==> src/rtl/avs_csr_router.sv <==
// ============================================================================
// Module   : avs_csr_router
// Function : Avalon-MM CSR router, one slave in, NUM_PORTS CSR ports out,
//            with read timeout, error data and a saturating error log.
// Revision : 1.0
// ============================================================================
`default_nettype none

module avs_csr_router #(
  parameter int          NUM_PORTS      = 4,
  parameter int          DECODE_LSB     = 24,
  parameter int          DECODE_WIDTH   = 5,
  parameter int          TIMEOUT_CYCLES = 16,
  parameter logic [31:0] ERR_DATA       = 32'hDEADBEEF
) (
  input  logic                    clk,
  input  logic                    rst,
  input  logic [31:0]             avs_address,
  input  logic                    avs_write,
  input  logic [31:0]             avs_writedata,
  input  logic                    avs_read,
  output logic                    avs_waitrequest,
  output logic [31:0]             avs_readdata,
  output logic                    avs_readdatavalid,
  output logic [31:0]             port_address,
  output logic [31:0]             port_writedata,
  output logic [NUM_PORTS-1:0]    port_write,
  output logic [NUM_PORTS-1:0]    port_read,
  input  logic [NUM_PORTS*32-1:0] port_readdata,
  input  logic [NUM_PORTS-1:0]    port_readdatavalid,
  output logic [15:0]             err_count,
  output logic [31:0]             last_err_addr
);

  localparam logic [1:0] S_IDLE    = 2'd0;
  localparam logic [1:0] S_WR      = 2'd1;
  localparam logic [1:0] S_RD_WAIT = 2'd2;
  localparam logic [1:0] S_RESP    = 2'd3;

  localparam int                    c_TW        = $clog2(TIMEOUT_CYCLES);
  localparam logic [c_TW-1:0]       c_TMAX      = c_TW'(TIMEOUT_CYCLES - 1);
  localparam logic [DECODE_WIDTH:0] c_NUM_PORTS = NUM_PORTS[DECODE_WIDTH:0];

  logic [1:0]           r_state;
  logic [c_TW-1:0]      r_timer;
  logic [NUM_PORTS-1:0] r_sel;
  logic [NUM_PORTS-1:0] r_port_write;
  logic [NUM_PORTS-1:0] r_port_read;
  logic [31:0]          r_paddr;
  logic [31:0]          r_pwdata;
  logic [31:0]          r_rdata;
  logic                 r_rvalid;
  logic [15:0]          r_err_count;
  logic [31:0]          r_last_err;

  logic [DECODE_WIDTH-1:0] w_idx;
  logic                    w_mapped;
  logic [NUM_PORTS-1:0]    w_onehot;
  logic                    w_accept;
  logic                    w_sel_valid;
  logic [31:0]             w_sel_data;
  logic                    w_timeout;
  logic                    w_err_event;
  logic [31:0]             w_err_addr;

  assign w_idx    = avs_address[DECODE_LSB +: DECODE_WIDTH];
  assign w_mapped = ({1'b0, w_idx} < c_NUM_PORTS);
  assign w_accept = (r_state == S_IDLE) && (avs_write || avs_read);

  always_comb begin
    w_onehot = '0;
    for (int i = 0; i < NUM_PORTS; i++) begin
      if (w_idx == DECODE_WIDTH'(i)) w_onehot[i] = 1'b1;
    end
  end

  // r_sel is one-hot for a mapped read, so an AND-OR mux picks the port.
  always_comb begin
    w_sel_data = '0;
    for (int i = 0; i < NUM_PORTS; i++) begin
      w_sel_data = w_sel_data | (port_readdata[i*32 +: 32] & {32{r_sel[i]}});
    end
  end

  assign w_sel_valid = |(port_readdatavalid & r_sel);
  assign w_timeout   = (r_state == S_RD_WAIT) && !w_sel_valid && (r_timer == c_TMAX);

  // One error per accepted request at most: unmapped target, or a read
  // that collided with a write (the write still goes ahead).
  assign w_err_event = (w_accept && ((avs_write && (avs_read || !w_mapped)) ||
                                     (!avs_write && !w_mapped))) || w_timeout;
  assign w_err_addr  = (r_state == S_IDLE) ? avs_address : r_paddr;

  always_ff @(posedge clk) begin
    if (rst) begin
      r_state      <= S_IDLE;
      r_timer      <= '0;
      r_sel        <= '0;
      r_port_write <= '0;
      r_port_read  <= '0;
      r_paddr      <= '0;
      r_pwdata     <= '0;
      r_rdata      <= '0;
      r_rvalid     <= 1'b0;
      r_err_count  <= '0;
      r_last_err   <= '0;
    end else begin
      r_port_write <= '0;
      r_port_read  <= '0;
      r_rvalid     <= 1'b0;
      case (r_state)
        S_IDLE: begin
          if (w_accept) begin
            r_paddr  <= avs_address;
            r_pwdata <= avs_writedata;
            r_sel    <= w_onehot;
            if (avs_write) begin
              r_state      <= S_WR;
              r_port_write <= w_mapped ? w_onehot : '0;
            end else if (w_mapped) begin
              r_state     <= S_RD_WAIT;
              r_port_read <= w_onehot;
              r_timer     <= '0;
            end else begin
              r_state <= S_RESP;
            end
          end
        end
        S_WR: r_state <= S_IDLE;
        S_RD_WAIT: begin
          if (w_sel_valid) begin
            r_rdata  <= w_sel_data;
            r_rvalid <= 1'b1;
            r_state  <= S_IDLE;
          end else if (w_timeout) begin
            r_rdata  <= ERR_DATA;
            r_rvalid <= 1'b1;
            r_state  <= S_IDLE;
          end else begin
            r_timer <= r_timer + 1'b1;
          end
        end
        S_RESP: begin
          r_rdata  <= ERR_DATA;
          r_rvalid <= 1'b1;
          r_state  <= S_IDLE;
        end
        default: r_state <= S_IDLE;
      endcase
      if (w_err_event) begin
        r_err_count <= (r_err_count == 16'hFFFF) ? 16'hFFFF : r_err_count + 16'd1;
        r_last_err  <= w_err_addr;
      end
    end
  end

  // Reset holds the bus stalled; release is immediate once rst drops.
  assign avs_waitrequest   = rst || (r_state != S_IDLE);
  assign avs_readdata      = r_rdata;
  assign avs_readdatavalid = r_rvalid;
  assign port_address      = r_paddr;
  assign port_writedata    = r_pwdata;
  assign port_write        = r_port_write;
  assign port_read         = r_port_read;
  assign err_count         = r_err_count;
  assign last_err_addr     = r_last_err;

endmodule

`default_nettype wire
==> config.mk <==
export PLATFORM = sky130hd
export DESIGN_NAME = avs_csr_router
export DESIGN_NICKNAME = d
export VERILOG_FILES = /design/src/rtl/avs_csr_router.sv
export SDC_FILE = /design/constraint.sdc
export NUM_CORES = 1
export LEC_CHECK = 0
export BUFFER_PORTS_ARGS = -buffer_cell sky130_fd_sc_hd__clkbuf_2
export CAP_MARGIN = 5
export CORE_ASPECT_RATIO = 0.7
export CORE_MARGIN = 2
export CORE_UTILIZATION = 30
export CTS_BUF_LIST = sky130_fd_sc_hd__clkbuf_8
export CTS_CLUSTER_DIAMETER = 120
export DETAILED_ROUTE_END_ITERATION = 10
export GPL_TIMING_DRIVEN = 0
export SETUP_SLACK_MARGIN = 0.5
export SLEW_MARGIN = 20
export SYNTH_ARGS = -nofsm -noshare
export SYNTH_HDL_FRONTEND = slang
export SYNTH_SLANG_ARGS = --single-unit
==> constraint.sdc <==
create_clock -name clk -period 2.4 [get_ports clk]
set_input_delay 0.48 -clock clk [delete_from_list [all_inputs] [get_ports clk]]
set_output_delay 0.48 -clock clk [all_outputs]
set_load 0.03 [all_outputs]
==> results.json <==
{
  "drive_gt1_share_pct": 40.69,
  "synth_ff_type": "dfxtp_1",
  "setup_violations": 0,
  "p_per_area_nw_per_um2": 664.1,
  "clock_sinks": 163,
  "period_share_pct": 83.82,
  "ir_worst_vdd_mv": 0.3522,
  "clkTransAtPathRegs_ns": 0.10,
  "syn_area_um2": 6818,
  "first_iter_violations": 407,
  "grt_usage_pct": 22.44,
  "grt-ovfl-total": 0,
  "syn_nets": 1037,
  "cts_buffers": 17,
  "worstPathArrival_ns": 1.53,
  "antenna_left": 0,
  "dieArea_um2": 23970,
  "via_count": 7692,
  "dp.cells": 1499,
  "crit_required_ns": 1.92,
  "portBuffers": 352,
  "wirelength_um": 28510,
  "worstSkewPairLatency_ns": 0.47,
  "drc": 0,
  "grt_pass1_vias": 7167,
  "fin_worst_hold_slack_ns": 0.2198,
  "syn_avg_cell_area_um2": 8.165,
  "antenna_found_initial": 2,
  "dr.pass1.iters": 5,
  "io_pins": 354,
  "slew_headroom_pct": 50.14,
  "synth_top_area_cell": "dfxtp_1",
  "start_kind": "flop",
  "clock-root-buffer": "clkbuf_8",
  "status": "finished, final reports clean",
  "tritoncts": "yes",
  "worstSetupPathType": "flop to primary output",
  "htreeDepth": 4,
  "worst_slew_pin_slew_ns": 0.7479,
  "chipWidth_um": 184.2,
  "die_height_um": 130.1,
  "vias_per_cell": 4.931,
  "synthCells": 835,
  "clock_path_buffers": 2,
  "period_minus_slack_ns": 2.012,
  "area.growth.synth_to_final_pct": 49.39,
  "core_area_um2": 22500,
  "report.power.total_mw": 6.764,
  "final_common_cell": "clkbuf_2",
  "rows": 46,
  "drv_slew": 0,
  "synthArstFlopShare_pct": 0,
  "end_kind": "primary output",
  "dp_hpwl_um": 21270,
  "gp_congestion": 0.7975,
  "grt_setup_unrepaired": "yes",
  "synth.distinct_cells": 47,
  "skew_ns": 0.01980,
  "grt_pass1_wl_um": 40970,
  "synthDominantCellAreaShare_pct": 47.86,
  "critPathMaxFanout": 5,
  "leakage_nw": 4.385,
  "fin_util_pct": 45.26,
  "final_nets": 1435,
  "hp-class": "input port to flop",
  "yosys_register_bits": 163,
  "synth_edf_count": 0,
  "mostFrequentLayoutCells": "362 x clkbuf_2, 215 x nand2_1, 160 x dfxtp_1",
  "holdBufCountCts": 0,
  "fmax_mhz": 497.1,
  "max_cap_violations": 0,
  "grt_start_max_net_pins": 17,
  "ys_top_cells_by_area": "dfxtp_1 48%, nand2_1 12%, a22oi_1 8.0%",
  "start_util_pct": 30.30,
  "layout.cells.non_filler": 1560,
  "yosys_warnings": 0,
  "wl_per_cell_um": 18.27,
  "hold_violations": 0,
  "ys_seq_area_share_pct": 47.86
}
==> cell type report <==
| cell class | instances | area [um^2] |
|---|---|---|
| Fill cell | 2247 | 12320 |
| Multi-Input combinational cell | 602 | 3618 |
| Sequential cell | 163 | 3267 |
| Timing Repair Buffer | 378 | 2123 |
| Buffer | 68 | 407.9 |
| Tap cell | 312 | 390.4 |
| Clock buffer | 17 | 234.0 |
| Clock inverter | 15 | 127.6 |
| Inverter | 3 | 11.26 |
| Antenna cell | 2 | 5.005 |
==> critical path, stage by stage (launching register included) <==
cell and delay (ns):
dfxtp_2 0.33, buf_6 0.11, or2_1 0.22, buf_6 0.14, nor2_4 0.09, inv_2 0.06, buf_8 0.13
==> path summary, 6_finish.rpt <==
path	from	end	slack [ns]	cells past startpoint
hold / removal	avs_writedata[24]	port_writedata[24]	0.22	3
hold reg to reg	port_writedata[26]	port_writedata[26]	0.46	2
setup / recovery	r_state[1]	avs_waitrequest	0.39	6
setup reg to reg	r_state[1]	err_count[5]	0.42	8
==> per-layer routing <==
layer | GRT usage (%) | wire length, um | vias up
li1 | - | - | 3770
met1 | 28.07 | 12390 | 3612
met2 | 38.31 | 13570 | 284
met3 | 6.559 | 2131 | 26
met4 | 5.412 | 414 | 0
met5 | 0 | 0 | -
==> cell usage after synthesis, types with 3 or more instances <==
| library cell | n |
|---|---|
| and4_1 | 4 |
| nand3_1 | 7 |
| a22oi_1 | 73 |
| clkbuf_1 | 56 |
| a21oi_1 | 85 |
| buf_2 | 6 |
| buf_6 | 3 |
| nand4_1 | 3 |
| a311oi_1 | 59 |
| dfxtp_1 | 163 |
| inv_1 | 3 |
| xnor2_1 | 7 |
| nand2_1 | 215 |
| or3_1 | 3 |
| nor2_1 | 97 |
| nor3_1 | 7 |
| o21a_1 | 3 |
==> stage by stage <==
step / TNS [ns] / worst slack, ns / instance area [um^2]
6_report: 0 / 0.3883 / 10180
5_1_grt: 0 / 0.3057 / 10180
4_1_cts: 0 / 0.3238 / 9559
3_5_place_dp: -0.9246 / -0.07397 / 8979
3_3_place_gp: -0.5587 / -0.05965 / 8979
2_1_floorplan: 0 / 0.5131 / 6827
==> state kept, by name, indices dropped and copies added (netlist names) <==
name	flops
r_timer	4
err_count	16
avs_readdata	32
port_read	4
last_err_addr	32
port_write	4
avs_readdatavalid	1
port_writedata	32
port_address	32
r_sel	4
r_state	2
==> cells by family (layout without fill, tap and decap cells) <==
| logic type | count (synthesis) | in the layout | share of synthesized area [%] |
|---|---|---|---|
| AO/OA/AOI/OAI | 237 | 237 | 24.98 |
| XOR/XNOR | 8 | 8 | 1.028 |
| adder cells (fa/ha/maj) | 2 | 2 | 0.3670 |
| buffers and inverters | 71 | 481 | 4.405 |
| flip-flops | 163 | 163 | 47.86 |
| multiplexers | 2 | 2 | 0.2936 |
| other | 0 | 2 | 0 |
| AND/OR/NAND/NOR | 352 | 353 | 21.07 |
==> power breakdown <==
part / switching (mW) / internal, mW / total [mW]
registers: 0.144 / 2.90 / 3.04
clock network: 1.20 / 0.744 / 1.94
logic: 1.12 / 0.662 / 1.78
==> what timing repair did <==
item | 4_1_cts | 5_1_grt
gates cloned | 0 | 7
endpoints found under the setup margin | 153 | 148
buffers inserted | 7 | 13
pin swaps | 10 | 41
gates resized for setup | 46 | 105
(Power assumes the default switching activity.)
